===== config.mk =====
export PLATFORM = sky130hd
export DESIGN_NAME = boundary_scan_chain_flat
export DESIGN_NICKNAME = d
export VERILOG_FILES = /design/src/rtl/boundary_scan_chain_pkg.sv /design/src/rtl/boundary_scan_chain_if.sv /design/src/rtl/boundary_scan_chain_tap_controller.sv /design/src/rtl/boundary_scan_chain.sv /design/src/flat_wrapper.sv
export SDC_FILE = /design/constraint.sdc
export NUM_CORES = 1
export LEC_CHECK = 0
export ABC_AREA = 1
export ABC_CLOCK_PERIOD_IN_PS = 1400
export BUFFER_PORTS_ARGS = -buffer_cell sky130_fd_sc_hd__buf_4
export CORE_ASPECT_RATIO = 1.1
export CORE_MARGIN = 5
export CORE_UTILIZATION = 25
export CTS_CLUSTER_SIZE = 14
export DETAILED_ROUTE_END_ITERATION = 10
export SLEW_MARGIN = 0
export SYNTH_ARGS = -nofsm -noshare
export SYNTH_HDL_FRONTEND = slang
export SYNTH_SLANG_ARGS = --single-unit

===== constraint.sdc =====
create_clock -name clk_i -period 1.4 [get_ports clk_i]
set_input_delay 0.28 -clock clk_i [delete_from_list [all_inputs] [get_ports clk_i]]
set_output_delay 0.28 -clock clk_i [all_outputs]
set_load 0.01 [all_outputs]

===== src/rtl/boundary_scan_chain_pkg.sv =====
// Shared TAP state encoding and instruction opcodes for the boundary-scan chain.
package bscan_pkg;

  typedef enum logic [3:0] {
    TLR      = 4'd0,
    RTI      = 4'd1,
    SEL_DR   = 4'd2,
    CAP_DR   = 4'd3,
    SHIFT_DR = 4'd4,
    EXIT1_DR = 4'd5,
    PAUSE_DR = 4'd6,
    EXIT2_DR = 4'd7,
    UPD_DR   = 4'd8,
    SEL_IR   = 4'd9,
    CAP_IR   = 4'd10,
    SHIFT_IR = 4'd11,
    EXIT1_IR = 4'd12,
    PAUSE_IR = 4'd13,
    EXIT2_IR = 4'd14,
    UPD_IR   = 4'd15
  } tap_state_e;

  localparam int unsigned IR_WIDTH_DEF = 2;

  // BYPASS is all ones at whatever IR width is instantiated; slice to fit.
  localparam logic [31:0] OP_EXTEST = 32'd0;
  localparam logic [31:0] OP_SAMPLE = 32'd1;
  localparam logic [31:0] OP_BYPASS = '1;

endpackage


===== src/rtl/boundary_scan_chain_if.sv =====
// Test-port and core/pin signals of the boundary-scan chain, named from the chain's side.
interface boundary_scan_chain_if #(
  parameter int N_CELLS = 8
);
  logic               tms_i;
  logic               tdi_i;
  logic               tdo_o;
  logic               tdo_en_o;
  logic [N_CELLS-1:0] core_in_i;
  logic [N_CELLS-1:0] pin_out_o;

  modport master (output tms_i, tdi_i, core_in_i, input tdo_o, tdo_en_o, pin_out_o);
  modport slave  (input tms_i, tdi_i, core_in_i, output tdo_o, tdo_en_o, pin_out_o);
endinterface


===== src/rtl/boundary_scan_chain_tap_controller.sv =====
// 16-state TAP controller; state and action strobes are registered together.
module tap_controller
  import bscan_pkg::*;
(
  input  logic       clk_i,
  input  logic       rst_n_i,
  input  logic       tms_i,
  output tap_state_e state_o,
  output logic       capture_dr_o,
  output logic       shift_dr_o,
  output logic       update_dr_o,
  output logic       capture_ir_o,
  output logic       shift_ir_o,
  output logic       update_ir_o,
  output logic       tlr_o
);

  tap_state_e state_q, state_d;

  always_comb begin
    state_d = state_q;
    unique case (state_q)
      TLR:      state_d = tms_i ? TLR      : RTI;
      RTI:      state_d = tms_i ? SEL_DR   : RTI;
      SEL_DR:   state_d = tms_i ? SEL_IR   : CAP_DR;
      CAP_DR:   state_d = tms_i ? EXIT1_DR : SHIFT_DR;
      SHIFT_DR: state_d = tms_i ? EXIT1_DR : SHIFT_DR;
      EXIT1_DR: state_d = tms_i ? UPD_DR   : PAUSE_DR;
      PAUSE_DR: state_d = tms_i ? EXIT2_DR : PAUSE_DR;
      EXIT2_DR: state_d = tms_i ? UPD_DR   : SHIFT_DR;
      UPD_DR:   state_d = tms_i ? SEL_DR   : RTI;
      SEL_IR:   state_d = tms_i ? TLR      : CAP_IR;
      CAP_IR:   state_d = tms_i ? EXIT1_IR : SHIFT_IR;
      SHIFT_IR: state_d = tms_i ? EXIT1_IR : SHIFT_IR;
      EXIT1_IR: state_d = tms_i ? UPD_IR   : PAUSE_IR;
      PAUSE_IR: state_d = tms_i ? EXIT2_IR : PAUSE_IR;
      EXIT2_IR: state_d = tms_i ? UPD_IR   : SHIFT_IR;
      UPD_IR:   state_d = tms_i ? SEL_DR   : RTI;
      default:  state_d = TLR;
    endcase
  end

  // Strobes are decoded from the next state so they line up with state_q.
  always_ff @(posedge clk_i or negedge rst_n_i) begin
    if (!rst_n_i) begin
      state_q      <= TLR;
      capture_dr_o <= 1'b0;
      shift_dr_o   <= 1'b0;
      update_dr_o  <= 1'b0;
      capture_ir_o <= 1'b0;
      shift_ir_o   <= 1'b0;
      update_ir_o  <= 1'b0;
      tlr_o        <= 1'b1;
    end else begin
      state_q      <= state_d;
      capture_dr_o <= (state_d == CAP_DR);
      shift_dr_o   <= (state_d == SHIFT_DR);
      update_dr_o  <= (state_d == UPD_DR);
      capture_ir_o <= (state_d == CAP_IR);
      shift_ir_o   <= (state_d == SHIFT_IR);
      update_ir_o  <= (state_d == UPD_IR);
      tlr_o        <= (state_d == TLR);
    end
  end

  assign state_o = state_q;

endmodule


===== src/rtl/boundary_scan_chain.sv =====
// Boundary-scan register with IR, bypass flop and TDO mux, sequenced by an internal TAP.
module boundary_scan_chain
  import bscan_pkg::*;
#(
  parameter int N_CELLS  = 8,
  parameter int IR_WIDTH = IR_WIDTH_DEF
) (
  input  logic                          clk_i,
  input  logic                          rst_n_i,
  boundary_scan_chain_if.slave          bus
);

  localparam logic [IR_WIDTH-1:0] IR_EXTEST  = OP_EXTEST[IR_WIDTH-1:0];
  localparam logic [IR_WIDTH-1:0] IR_SAMPLE  = OP_SAMPLE[IR_WIDTH-1:0];
  localparam logic [IR_WIDTH-1:0] IR_BYPASS  = OP_BYPASS[IR_WIDTH-1:0];
  localparam logic [IR_WIDTH-1:0] IR_CAPTURE = IR_WIDTH'(1);

  tap_state_e tap_state;
  logic capture_dr, shift_dr, update_dr, capture_ir, shift_ir, update_ir, tlr;

  tap_controller u_tap (
    .clk_i        (clk_i),
    .rst_n_i      (rst_n_i),
    .tms_i        (bus.tms_i),
    .state_o      (tap_state),
    .capture_dr_o (capture_dr),
    .shift_dr_o   (shift_dr),
    .update_dr_o  (update_dr),
    .capture_ir_o (capture_ir),
    .shift_ir_o   (shift_ir),
    .update_ir_o  (update_ir),
    .tlr_o        (tlr)
  );

  logic [IR_WIDTH-1:0] ir_sh_q, ir_sh_d, ir_upd_q, ir_upd_d;
  logic [N_CELLS-1:0]  bsr_sh_q, bsr_sh_d, bsr_upd_q, bsr_upd_d;
  logic                byp_q, byp_d;
  logic                bsr_sel, extest;

  assign extest  = (ir_upd_q == IR_EXTEST);
  assign bsr_sel = extest || (ir_upd_q == IR_SAMPLE);

  always_comb begin
    ir_sh_d   = ir_sh_q;
    ir_upd_d  = ir_upd_q;
    bsr_sh_d  = bsr_sh_q;
    bsr_upd_d = bsr_upd_q;
    byp_d     = byp_q;

    if (capture_ir) begin
      ir_sh_d = IR_CAPTURE;
    end else if (shift_ir) begin
      ir_sh_d = ir_sh_q >> 1;
      ir_sh_d[IR_WIDTH-1] = bus.tdi_i;
    end

    if (tlr)            ir_upd_d = IR_BYPASS;
    else if (update_ir) ir_upd_d = ir_sh_q;

    if (capture_dr && bsr_sel) begin
      bsr_sh_d = bus.core_in_i;
    end else if (shift_dr && bsr_sel) begin
      bsr_sh_d = bsr_sh_q >> 1;
      bsr_sh_d[N_CELLS-1] = bus.tdi_i;
    end

    if (update_dr && bsr_sel) bsr_upd_d = bsr_sh_q;

    if (capture_dr && !bsr_sel) byp_d = 1'b0;
    else if (shift_dr)          byp_d = bus.tdi_i;
  end

  always_ff @(posedge clk_i or negedge rst_n_i) begin
    if (!rst_n_i) begin
      ir_sh_q   <= '0;
      ir_upd_q  <= IR_BYPASS;
      bsr_sh_q  <= '0;
      bsr_upd_q <= '0;
      byp_q     <= 1'b0;
    end else begin
      ir_sh_q   <= ir_sh_d;
      ir_upd_q  <= ir_upd_d;
      bsr_sh_q  <= bsr_sh_d;
      bsr_upd_q <= bsr_upd_d;
      byp_q     <= byp_d;
    end
  end

  always_comb begin
    bus.tdo_o = 1'b0;
    if (shift_ir)      bus.tdo_o = ir_sh_q[0];
    else if (shift_dr) bus.tdo_o = bsr_sel ? bsr_sh_q[0] : byp_q;
  end

  assign bus.tdo_en_o  = (tap_state == SHIFT_DR) || (tap_state == SHIFT_IR);
  // Reset forces the IR to BYPASS, so pins fall back to the core asynchronously.
  assign bus.pin_out_o = extest ? bsr_upd_q : bus.core_in_i;

endmodule


===== src/flat_wrapper.sv =====
// flat-port wrapper written by rule: the top's interface ports become plain ports
module boundary_scan_chain_flat import bscan_pkg::*;
#(
  parameter int N_CELLS  = 8,
  parameter int IR_WIDTH = IR_WIDTH_DEF
)
  (clk_i, rst_n_i, bus_tms_i, bus_tdi_i, bus_core_in_i, bus_tdo_o, bus_tdo_en_o, bus_pin_out_o);
  boundary_scan_chain_if #(.N_CELLS(N_CELLS)) bus_i ();
  input  logic clk_i;
  input  logic rst_n_i;
  input wire logic [$bits(bus_i.tms_i)-1:0] bus_tms_i;
  input wire logic [$bits(bus_i.tdi_i)-1:0] bus_tdi_i;
  input wire logic [$bits(bus_i.core_in_i)-1:0] bus_core_in_i;
  output wire logic [$bits(bus_i.tdo_o)-1:0] bus_tdo_o;
  output wire logic [$bits(bus_i.tdo_en_o)-1:0] bus_tdo_en_o;
  output wire logic [$bits(bus_i.pin_out_o)-1:0] bus_pin_out_o;
  assign bus_i.tms_i = bus_tms_i;
  assign bus_i.tdi_i = bus_tdi_i;
  assign bus_i.core_in_i = bus_core_in_i;
  assign bus_tdo_o = bus_i.tdo_o;
  assign bus_tdo_en_o = bus_i.tdo_en_o;
  assign bus_pin_out_o = bus_i.pin_out_o;
  boundary_scan_chain #(.N_CELLS(N_CELLS), .IR_WIDTH(IR_WIDTH)) u_core (.clk_i(clk_i), .rst_n_i(rst_n_i), .bus(bus_i));
endmodule

Word-level counts from Yosys, hierarchy flattened. Cells that the tools add are included.

Bits in registers: 32. Bits of input ports: 12. Output and inout port bits: 10. Logic and storage cells: 77.

Equal/unequal tests: 22. Mux-type cells: 25. Reduce and logical (&&, ||, !) cells: 17.

Operators by type and width (count): 4-bit == test, second input constant (12); 4-bit one-hot mux with 12 select lines (1); 8-bit 2-to-1 mux (3); 4-bit by 3-bit == test with 1-bit output, second input constant (5); 4-bit 2-to-1 mux (4); 2-bit 2-to-1 mux (7); 4-bit by 2-bit == test with 1-bit output, second input constant (3); 4-bit logical NOT (2); 1-bit 2-to-1 mux (8); 2-bit nonzero test (4); 3-bit 2-to-1 mux (2); 4-bit by 1-bit == test with 1-bit output, second input constant (1); 1-bit logical AND (4); 2-bit OR reduction (2); 3-bit OR reduction (1); 2-bit by 1-bit == test with 1-bit output, second input constant (1); 2-bit logical NOT (1); 1-bit logical OR (2); 1-bit logical NOT (1).

Longest topological paths before layout.
Depth after elaboration: 5. Depth in mapped cells: 11. Gate-level depth less buffers: 10.

Cells and area by module. From an unflattened synthesis, not the netlist that was laid out.

Cells, all modules: 236. Area, all modules: 1791.7 um2.

By module, submodules not included: boundary_scan_chain (instances 1, cells each 146, area each 1109.8 um2, seq. area each 528.0 um2); tap_controller (instances 1, cells each 90, area each 681.9 um2, seq. area each 276.5 um2).

Worst setup path before layout. OpenSTA, ideal clock, no wires.

Kind: reg2out. From: register u_core.ir_upd_q[0]. To: output bus_pin_out_o[0]. Arrival time: 1.016 ns. Required time: 1.120 ns. Slack: 0.104 ns. Cell stages (with the launch flop): 3. Buffers on the path: 0. Cell sequence: dfstp_2 > nor2_2 > mux2_2.

Cells in the longest elaborated chain, start to end: 2.

Ends and longest elaborated chain: from (decl) (RTL line boundary_scan_chain.sv:35) `logic [IR_WIDTH-1:0] ir_sh_q, ir_sh_d, ir_upd_q, ir_upd_d;`; from (signal assigned) (RTL line boundary_scan_chain.sv:82) `ir_upd_q <= ir_upd_d;`; 2-bit logical NOT (RTL line boundary_scan_chain.sv:40) `assign extest = (ir_upd_q == IR_EXTEST);`; 8-bit 2-to-1 mux (RTL line boundary_scan_chain.sv:97) `assign bus.pin_out_o = extest ? bsr_upd_q : bus.core_in_i;`; to (decl) (RTL line flat_wrapper.sv:16) `output wire logic [$bits(bus_i.pin_out_o)-1:0] bus_pin_out_o;`.

No other way between the ends.

Worst setup path in the final report.
From: register u_core.ir_upd_q[1]. To: output bus_pin_out_o[0].

Same word-level chain as after synthesis.

==> results.json <==
{
  "status": "finished with violations",
  "violations": "setup timing",
  "grt_overflow": 0,
  "die_area_um2": 8330,
  "vias_per_cell": 4.53,
  "grt_first_pass_wirelength_mm": 6.12,
  "worst_slack_ns": -0.330,
  "synthXorXnorAreaFrac": 0,
  "antenna_found_initial": 0,
  "synth-main-ff-cell": "dfrtp_1",
  "clock_skew_ns": 0.00995,
  "synth_area_leader_cell": "dfrtp_1",
  "insertion_delay_ns": 0.28,
  "synth.mux.area_fraction": 0.0545,
  "p_total_mw": 4.17,
  "placed_area_um2": 1920,
  "finalHoldViolCount": 0,
  "layout_common_cells": "nand2_1, dfrtp_1, o21ai_0, buf_4, nor2_1",
  "cp-end-kind": "primary output",
  "antenna_cells": 0,
  "design_area_um2": 2410,
  "die_w_um": 87.5,
  "max_freq_ghz": 0.578,
  "peakVddDrop_mv": 0.514,
  "setup_violations": 11,
  "hp-class": "in2reg",
  "finalCritPeriodShare": 1.24,
  "leakagePower_nw": 1.16,
  "cts-buffers-inserted": 5,
  "core_area_um2": 6520,
  "port_buffers": 21,
  "synth-seq-area-share": 0.487,
  "yosys_register_bits": 32,
  "syn_avg_cell_area_um2": 7.94,
  "rsz0062_at_grt": "true",
  "grt_max_degree": 33,
  "synth_nets": 220,
  "drtIter0Drc": 47,
  "fillers": 660,
  "track_usage": 0.0918,
  "via_count": 1528,
  "slew_headroom": 0.731,
  "critPathLaunchType": "register",
  "yosys_warnings": 0,
  "syn-cell-area_um2": 1650,
  "worstSetupPathType": "reg2out",
  "drtAntennaViolNets": 0,
  "io_pins": 22,
  "initial_core_util": 0.253,
  "fin_nets": 266,
  "drt_wl_total_mm": 4.06,
  "synth-compound-area-share": 0.144,
  "syn_to_final_growth_pct": 46.2,
  "worst_hold_slack_ns": 0.255,
  "synth_top_family_by_area": "simple AND/OR/NAND/NOR gates",
  "cts_max_path_buffers": 2,
  "drive_gt1_frac": 0.455,
  "clk_pin_slew_ns": 0.07,
  "arrival_ns": 1.45,
  "powerDensity_nw_per_um2": 1730,
  "synth-edff-count": 0,
  "max_cap_viol_count": 0,
  "htreeDepth": 2,
  "synthCells": 208,
  "fp-row-count": 31,
  "clock-sinks": 32,
  "ys_types": 21,
  "synth_fa_ha_area_frac": 0,
  "gp_congestion": 0.927,
  "drc": 0,
  "synthArstFlopShare": 1.00,
  "synth_top_area_frac": 0.439,
  "drv_slew": 0,
  "cp_max_fo": 8,
  "drt_pre_antenna_iters": 4,
  "ctsRootBufferMaster": "clkbuf_8",
  "synth.area.top_cells": "dfrtp_1, nand2_1, o21ai_0",
  "wl_per_cell_um": 12.0,
  "period_needed_ns": 1.73,
  "synthSimpleGateAreaFrac": 0.236,
  "cts_tree": "yes",
  "die_y_um": 95.2,
  "mostFrequentLayoutCell": "nand2_1",
  "grt_pass1_vias": 1403,
  "cp.required_ns": 1.12,
  "worst_pin_slew_ns": 0.403,
  "hpwl_mm": 2.60
}
## layout make-up
| type | count | area [µm²] | area share |
|---|---|---|---|
| clock buffers | 6 | 72.6 | 0.0301 |
| clock inverters | 2 | 12.5 | 0.00518 |
| inverters | 26 | 105 | 0.0435 |
| multi-input cells | 144 | 883 | 0.366 |
| flip-flops and latches | 32 | 810 | 0.335 |
| well taps | 82 | 103 | 0.0425 |
| repair buffers | 44 | 422 | 0.175 |
| repair inverters | 1 | 7.51 | 0.00311 |
## cell families after synthesis
family,count (synthesis)
AOI/OAI and AO/OA,45
muxes,8
buffers and inverters,32
and+or+nand+nor,91
DFF,32
## per-stage QoR
step | TNS (ns) | cells | setup WS (ns) | util
floorplan | 0 | 208 | 0.104 | -
global placement | -1.09 | 309 | -0.136 | 0.295
detailed placement | -1.18 | 309 | -0.145 | 0.295
CTS | -2.84 | 325 | -0.322 | 0.326
global route | -3.54 | 337 | -0.366 | 0.371
finish | -2.78 | 337 | -0.330 | 0.371
## worst paths after layout
check | slack [ns] | depth (start not counted) | endpoint | startpoint
worst max-delay path | -0.33 | 4 | bus_pin_out_o[0] | u_core.ir_upd_q[1]
worst min-delay path | 0.26 | 3 | u_core.bsr_sh_q[6] | bus_core_in_i[6]
worst max register to register | -0.01 | 10 | u_core.u_tap.update_dr_o | u_core.u_tap.state_o[0]
worst min register to register | 0.44 | 1 | u_core.ir_sh_q[1] | u_core.u_tap.capture_ir_o
max in group asynchronous | 0.61 | 2 | u_core.u_tap.tlr_o | rst_n_i
min in group asynchronous | 0.46 | 2 | u_core.bsr_upd_q[5] | rst_n_i
## what timing repair did
item	CTS	global route
endpoints found under the setup margin	15	23
hold buffers	1	0
pin swaps	3	22
cloned	0	1
buffers inserted	7	12
gates resized for setup	19	63
endpoints found under the hold margin	29	0
## layer usage
layer	up-vias	track usage	routed length, µm
met5	-	0	0
met4	0	0.0384	44
met3	6	0.0190	130
met2	34	0.156	2140
met1	727	0.112	1750
li1	761	-	-
## state kept, by name (all words and copies together), names as in the netlist
name                       flops
u_core.byp_q                   1
u_core.ir_upd_q                2
u_core.u_tap.shift_ir_o        1
u_core.u_tap.state_o           4
u_core.u_tap.update_ir_o       1
u_core.u_tap.shift_dr_o        1
u_core.u_tap.update_dr_o       1
u_core.u_tap.capture_dr_o      1
u_core.u_tap.capture_ir_o      1
u_core.bsr_upd_q               8
u_core.ir_sh_q                 2
u_core.u_tap.tlr_o             1
u_core.bsr_sh_q                8
## synthesized netlist by cell type, types with 2 or more instances
library cell and n:
nand2_1 51, mux2_2 8, a21oi_1 6, dfrtp_1 29, buf_2 4, inv_1 20, nor2_2 4, nand3_1 7
dfstp_2 3, inv_2 6, nor2_4 2, o22ai_1 5, nor2_1 24, o21ai_0 32
## power by group
group          switching [mW]  internal (mW)  total [mW]
clock network           0.328          0.347       0.675
registers               0.264           1.29        1.56
logic                    1.07          0.869        1.93
total                    1.66           2.51        4.17
## critical path, cell delays in order, from the launching register on
cell and delay, ns:
dfstp_2 0.57, nor2_4 0.05, buf_12 0.13, mux2_4 0.30, buf_6 0.12
Note: power is estimated with default switching activity, not from simulation.
